<file path="src/rtl/riscfw_pkg.sv">
// Shared types and constants for the riscfw core front end.
package riscfw_pkg;

  localparam int unsigned INSN_BYTES = 4;

  typedef enum logic [1:0] {
    REQ   = 2'd0,
    WAIT  = 2'd1,
    DRAIN = 2'd2,
    FAULT = 2'd3
  } fetch_state_e;

  typedef enum logic [1:0] {
    FAULT_NONE     = 2'd0,
    FAULT_MISALIGN = 2'd1,
    FAULT_ACCESS   = 2'd2
  } fetch_fault_e;

  typedef struct packed {
    logic [31:0]  pc;
    logic [31:0]  instr;
    fetch_fault_e fault;
  } fetch_entry_t;

endpackage

</file>
<file path="src/rtl/fetch_out_reg.sv">
// One-entry valid/ready pipeline register; load wins over flush and consume.
module fetch_out_reg
  import riscfw_pkg::*;
(
  input  logic         clk,
  input  logic         rst_n,
  input  logic         load,
  input  logic         flush,
  input  logic         consume,
  input  fetch_entry_t load_entry,
  output logic         valid,
  output fetch_entry_t entry
);

  always_ff @(posedge clk or negedge rst_n) begin
    if (!rst_n) begin
      valid <= 1'b0;
      entry <= '0;
    end else if (load) begin
      valid <= 1'b1;
      entry <= load_entry;
    end else if (flush || consume) begin
      valid <= 1'b0;
    end
  end

endmodule

</file>
<file path="src/rtl/fetch_unit.sv">
// Instruction-fetch stage: steers fetch PC, issues imem word reads, and hands
// fetched instructions (or in-band faults) to decode through a 1-entry register.
module fetch_unit
  import riscfw_pkg::*;
#(
  parameter logic [31:0] RESET_PC = 32'h0000_0000
) (
  input  logic        clk,
  input  logic        rst_n,
  input  logic        redirect_valid,
  input  logic [31:0] redirect_target,
  output logic        imem_req_valid,
  input  logic        imem_req_ready,
  output logic [31:0] imem_req_addr,
  input  logic        imem_resp_valid,
  input  logic [31:0] imem_resp_data,
  input  logic        imem_resp_err,
  output logic        if_valid,
  input  logic        if_ready,
  output logic [31:0] if_pc,
  output logic [31:0] if_instr,
  output logic [1:0]  if_fault
);

  fetch_state_e state;
  logic [31:0]  fetch_pc;
  logic [31:0]  inflight_pc;
  logic         fault_pending;

  logic         req_fire;
  logic         misaligned;
  logic         outstanding;
  logic         out_load;
  logic         out_flush;
  logic         out_consume;
  fetch_entry_t out_load_entry;
  fetch_entry_t out_entry;

  // Gated by rst_n so the request line is low while reset is held.
  always_comb begin
    imem_req_valid = rst_n && (state == REQ) && (!if_valid || if_ready);
    imem_req_addr  = fetch_pc;
  end

  assign req_fire    = imem_req_valid & imem_req_ready;
  assign misaligned  = (redirect_target[1:0] != 2'b00);
  assign out_consume = if_valid & if_ready;

  // A request is still owed a response after this cycle if one was pending
  // and did not return now, or one is being accepted right now.
  always_comb begin
    outstanding = 1'b0;
    if (state == WAIT || state == DRAIN)
      outstanding = !imem_resp_valid;
    else if (state == REQ)
      outstanding = req_fire;
  end

  always_comb begin
    out_load             = 1'b0;
    out_flush            = 1'b0;
    out_load_entry.pc    = inflight_pc;
    out_load_entry.instr = imem_resp_data;
    out_load_entry.fault = FAULT_NONE;
    if (redirect_valid) begin
      out_flush = 1'b1;
      if (misaligned) begin
        out_load             = 1'b1;
        out_load_entry.pc    = redirect_target;
        out_load_entry.instr = '0;
        out_load_entry.fault = FAULT_MISALIGN;
      end
    end else if (state == WAIT && imem_resp_valid) begin
      out_load = 1'b1;
      if (imem_resp_err) begin
        out_load_entry.instr = '0;
        out_load_entry.fault = FAULT_ACCESS;
      end
    end
  end

  always_ff @(posedge clk or negedge rst_n) begin
    if (!rst_n) begin
      state         <= REQ;
      fetch_pc      <= RESET_PC;
      inflight_pc   <= '0;
      fault_pending <= 1'b0;
    end else if (redirect_valid) begin
      fault_pending <= misaligned;
      if (!misaligned)
        fetch_pc <= redirect_target;
      if (outstanding)
        state <= DRAIN;
      else
        state <= misaligned ? FAULT : REQ;
    end else begin
      unique case (state)
        REQ: begin
          if (req_fire) begin
            inflight_pc <= fetch_pc;
            fetch_pc    <= fetch_pc + 32'(INSN_BYTES);
            state       <= WAIT;
          end
        end
        WAIT: begin
          if (imem_resp_valid)
            state <= imem_resp_err ? FAULT : REQ;
        end
        DRAIN: begin
          if (imem_resp_valid)
            state <= fault_pending ? FAULT : REQ;
        end
        FAULT: state <= FAULT;
        default: state <= REQ;
      endcase
    end
  end

  fetch_out_reg u_out_reg (
    .clk        (clk),
    .rst_n      (rst_n),
    .load       (out_load),
    .flush      (out_flush),
    .consume    (out_consume),
    .load_entry (out_load_entry),
    .valid      (if_valid),
    .entry      (out_entry)
  );

  assign if_pc    = out_entry.pc;
  assign if_instr = out_entry.instr;
  assign if_fault = out_entry.fault;

endmodule

</file>
<file path="config.mk">
export PLATFORM = sky130hd
export DESIGN_NAME = fetch_unit
export DESIGN_NICKNAME = d
export VERILOG_FILES = /design/src/rtl/riscfw_pkg.sv /design/src/rtl/fetch_out_reg.sv /design/src/rtl/fetch_unit.sv
export SDC_FILE = /design/constraint.sdc
export NUM_CORES = 1
export LEC_CHECK = 0
export CORE_ASPECT_RATIO = 1.25
export CORE_UTILIZATION = 49
export DETAILED_ROUTE_END_ITERATION = 8
export HOLD_SLACK_MARGIN = 0.06
export PLACE_DENSITY_LB_ADDON = 0.1
export SYNTH_ARGS = -nofsm -noshare
export SYNTH_HDL_FRONTEND = slang
export SYNTH_SLANG_ARGS = --single-unit
</file>
<file path="constraint.sdc">
create_clock -name clk -period 2.15 [get_ports clk]
set_input_delay 0.43 -clock clk [delete_from_list [all_inputs] [get_ports clk]]
set_output_delay 0.43 -clock clk [all_outputs]
set_load 0.05 [all_outputs]
</file>
Word-level counts from Yosys, hierarchy flattened
Index checks and enable logic that the tools add are counted.
W data, S select, Z words.
- register bits: 134
- bits of input ports: 71
- output and inout port bits: 100
- reduce and logical (&&, ||, !) cells: 16
- equal/unequal tests: 7
- add/subtract/negate cells: 1
- bitwise operators: 3
- multiplexer cells: 26
- operator list (cell ; count):
    $mux W32 ; 5
    $mux W34 ; 3
    $mux W66 ; 1
    $add A32 B3 Y32 const B ; 1
    $mux W2 ; 8
    $ne A3 B3 Y1 const B ; 3
    $reduce_and A3 Y1 ; 3
    $mux W1 ; 8
    $pmux W2 S4 ; 1
    $reduce_bool A2 Y1 ; 4
    $eq A2 B2 Y1 const B ; 2
    $logic_and A1 B1 Y1 ; 3
    $logic_or A1 B1 Y1 ; 3
    $and A1 B1 Y1 ; 2
    $eq A2 B1 Y1 const B ; 1
    $logic_not A1 Y1 ; 2
    $logic_not A2 Y1 ; 1
    $ne A2 B2 Y1 const B ; 1
    $not A1 Y1 ; 1

Logic depth before layout (Yosys ltp)
- depth after elaboration: 8
- depth in mapped cells: 9
- mapped depth without buffers: 6

Cells and area by module
A second synthesis with hierarchy kept.
- cell total of the unflattened synthesis: 672
- area total of the unflattened synthesis: 6939.2 sq um
- modules (own cells, without submodules) (module ; instances ; seq. area each (sq um) ; cells each ; area each (sq um)):
    fetch_unit ; 1 ; 1676.6 ; 530 ; 4342.9
    fetch_out_reg ; 1 ; 1676.6 ; 142 ; 2596.2

Worst setup path after synthesis
OpenSTA, ideal clock, no wires.
- kind: register to register
- start point: reg fetch_pc[3] (netlist: imem_req_addr[3])
- end point: reg fetch_pc[16] (netlist: imem_req_addr[16])
- data required time: 2.051 ns
- stages on the path, launching flop included: 7
- clock period less this slack: 2.217 ns
- data arrival time: 2.117 ns
- buffers on the path: 0
- slack: -0.067 ns
- cell sequence: dfrtp_1 > ha_1 > nand3_1 > or4_4 > nor3_2 > nor3_1 > a311oi_1
- cells in the longest elaborated chain, start to end: 4
- RTL lines (element ; line ; RTL):
    start, declared ; fetch_unit.sv:26 ; logic [31:0] fetch_pc;
    start signal, assigned ; fetch_unit.sv:91 ; fetch_pc <= redirect_target;
    start signal, assigned ; fetch_unit.sv:101 ; fetch_pc <= fetch_pc + 32'(INSN_BYTES);
    $add A32 B3 Y32 ; fetch_unit.sv:101 ;
    $mux W32 ; fetch_unit.sv:99 ; if (req_fire) begin
    $mux W32 ; fetch_unit.sv:97 ; unique case (state)
    $mux W32 ; fetch_unit.sv:88 ; end else if (redirect_valid) begin
No other way between the ends. The select of a mux whose other input is x is not followed.
A chain may end at the register's enable or synchronous reset.

Final worst setup path
- start point: reg fetch_pc[31] (netlist: imem_req_addr[31])
- end point: out imem_req_addr[31]
- RTL lines (element ; line ; RTL):
    end, declared ; fetch_unit.sv:14 ; output logic [31:0] imem_req_addr,
No word-level cell between the ends.

==> impl_metrics.py <==
metrics = {
    "outcome": {
        "outcome": "complete, no violations",
    },
    "synth": {
        "synth_area_sq_mm": 0.00627,
        "synth.cells.most_frequent": "nand2_1, dfrtp_1, nor2_1",
        "syn_area_per_cell_sq_um": 9.75,
        "synth_area_leaders": "dfrtp_1, nand2_1, mux2i_1",
        "ys.flop_type": "dfrtp_1",
        "yosys_warnings": 0,
        "yosys.area.top_type_share": 0.535,
        "yosysTopAreaCell": "dfrtp_1",
        "synth_cells": 643,
        "async_flop_share": 1.00,
        "syn_nets": 719,
        "yosysMostFrequentCell": "nand2_1",
        "synth-seq-cells": 134,
        "ys_types": 57,
        "ys_seq_area_frac": 0.535,
        "synth_edf_count": 0,
    },
    "floorplanning": {
        "dieHeight_um": 128,
        "rows": 45,
        "ioPinCount": 171,
        "die_w_um": 103,
        "dieArea_sq_mm": 0.0133,
        "core_area_sq_mm": 0.0123,
        "initial_core_util": 0.509,
    },
    "setup_path": {
        "critPathTopFamily": "buffers and inverters",
        "path_cells": "clkdlybuf4s50_1",
        "reg2reg_depth": 6,
        "required_ps": 1720,
        "worst_setup_path_end_kind": "primary output",
        "path_class": "flop to primary output",
        "slowest_stage": "clkdlybuf4s50_1",
        "worstReg2RegStart": "state[0]",
        "cp_max_fo": 5,
        "path_buf_inv": 1,
        "crit_arrival_ps": 1680,
        "rrSetupSlack_ps": 220,
        "r2r-end": "imem_req_addr[9]",
        "crit_path_max_incr_delay_ps": 830,
        "startpoint_type": "flop",
    },
    "clock_tree": {
        "cts_tree": "done",
        "cts_max_level": 4,
        "clk_latency_ps": 420,
        "clockBufferDepth": 2,
        "cts.clk_slew.worst_paths_ps": 60,
        "numCtsBuffers": 17,
        "cts_sinks": 134,
        "cts-root-buf": "clkbuf_16",
    },
    "global_route": {
        "grt_pass1_vias": 5709,
        "grt_usage": 0.281,
        "grt_remaining_overflow": 0,
        "grt_max_degree": 64,
        "grt_pass1_wl_um": 28400,
        "antenna_found_initial": 0,
    },
    "placement": {
        "gp_congestion": 0.948,
        "dp_slack_ps": -74.2,
        "hpwlAfterDp_um": 13000,
        "port-buffer-count": 170,
    },
    "power_and_ir_drop": {
        "ir_drop_uv": 621,
        "p_leak_nw": 4.43,
        "power_density_mw_per_mm2": 987,
        "p_total_mw": 9.05,
    },
    "timing": {
        "slew_viol_final": 0,
        "hold_viol": 0,
        "finalCriticalPeriod_ps": 2110,
        "grt_setup_unrepaired": "false",
        "post-route-period-util": 0.982,
        "tightest_slew_ps": 790,
        "fmax_mhz": 474,
        "setup_viol": 0,
        "fin_skew_ps": 8.00,
        "worst_slack_ps": 39.3,
        "max_slew_margin": 0.473,
    },
    "final_layout": {
        "drive_above_1_share": 0.142,
        "fin_nets": 927,
        "area.growth.synth_to_final_pct": 46.3,
        "fin_util": 0.744,
        "num-fill-cells": 872,
        "seqCellArea_sq_mm": 0.00335,
        "multi_input_area_sq_mm": 0.00275,
        "diodes": 0,
    },
    "route": {
        "highest_layer": "met4",
        "wl_met1_um": 7610,
        "detail-route-antenna-nets": 0,
        "met3_length_um": 981,
        "route.vias.total": 5784,
        "drt_wl_total_um": 17800,
        "viasPerCell": 5.63,
        "wl_per_cell_um": 17.4,
        "drt-pass1-iter-count": 5,
        "drc": 0,
        "dr_wl_met2_um": 8920,
        "drt_iter0_markers": 338,
    },
    "flow_run": {
        "maxCapViolations": 0,
    },
    "min_path": {
        "min_path_type": "input pin to async pin",
    },
}
placed cells by master (no fill, tap or decap), drive strengths merged, types with 4 or more instances in the layout:
cell type	netlist	layout
clkinv	0	6
dfrtp	134	134
mux2i	41	41
nor3	14	14
o21ai	14	14
dlygate4sd2	0	9
clkdlybuf4s50	0	142
bufinv	0	4
buf	17	68
a22o	32	32
nor2	59	59
nand4	7	7
o311a	4	4
nor4	4	4
inv	9	9
a221oi	4	4
a311oi	6	6
nand3	21	21
dlymetal6s2s	0	9
nand2	144	144
a211oi	4	4
ha	5	5
clkbuf	23	19
and3	11	11
a21oi	41	41
and2	4	4
a31oi	4	4
how the worst max path moves through the flow:
stage	depth (start not counted)	from	slack, ps	to
5_1_grt	1	imem_req_addr[31]	3	imem_req_addr[31]
2_1_floorplan	6	imem_req_addr[6]	30	imem_req_addr[16]
3_5_place_dp	6	redirect_valid	-70	imem_req_addr[17]
4_1_cts	1	imem_req_addr[25]	2	imem_req_addr[25]
6_report	1	imem_req_addr[31]	40	imem_req_addr[31]
3_3_place_gp	7	redirect_valid	-100	imem_req_addr[16]
cell type report:
class                           instances  share of cell area
Timing Repair Buffer                  229               0.241
Multi-Input combinational cell        460               0.299
Tap cell                              164              0.0224
Clock inverter                         13              0.0196
Clock buffer                           19              0.0483
Sequential cell                       134               0.366
Inverter                                9             0.00368
cell families (layout without fill, tap and decap cells):
logic type / Yosys count / in the layout / synth area share
mux: 43 / 43 / 0.0690
fa+ha+maj: 5 / 5 / 0.00997
xor+xnor: 1 / 1 / 0.00140
simple gates: 279 / 279 / 0.205
buf+inv: 49 / 270 / 0.0319
compound gates: 132 / 132 / 0.148
flops: 134 / 134 / 0.535
state kept, by name, summed over array words and instances, names as in the netlist:
signal,cells
fault_pending,1
imem_req_addr,32
inflight_pc,32
state,2
u_out_reg.entry,66
u_out_reg.valid,1
power breakdown:
part | total, mW | switching (mW) | internal, mW
Combinational | 2.67 | 1.65 | 1.02
Sequential | 3.35 | 0.375 | 2.97
Clock | 3.04 | 1.08 | 1.96
Total | 9.05 | 3.10 | 5.95
through the flow:
stage | setup TNS (ps) | instances | area [sq um] | hold WS [ps]
3_5_place_dp | -514 | 994 | 8510 | 465
3_3_place_gp | -174 | 994 | 8510 | 457
2_1_floorplan | 0 | 643 | 6270 | 134
6_report | 0 | 1028 | 9180 | 73.5
5_1_grt | 0 | 1028 | 9180 | 81.6
4_1_cts | 0 | 1028 | 9150 | 68.1
metal layers:
metal	vias to the layer above	track usage
li1	2702	-
met1	2831	0.359
met2	219	0.469
met3	32	0.0608
met4	0	0.0978
met5	-	0
timing repair:
| item | CTS | global route |
|---|---|---|
| hold buffers | 2 | 0 |
| setup buffers | 0 | 0 |
| resized for setup | 9 | 10 |
| endpoints found under the hold margin | 4 | 0 |
| setup endpoints to repair | 9 | 10 |
Note: power is estimated with default switching activity, not from simulation.
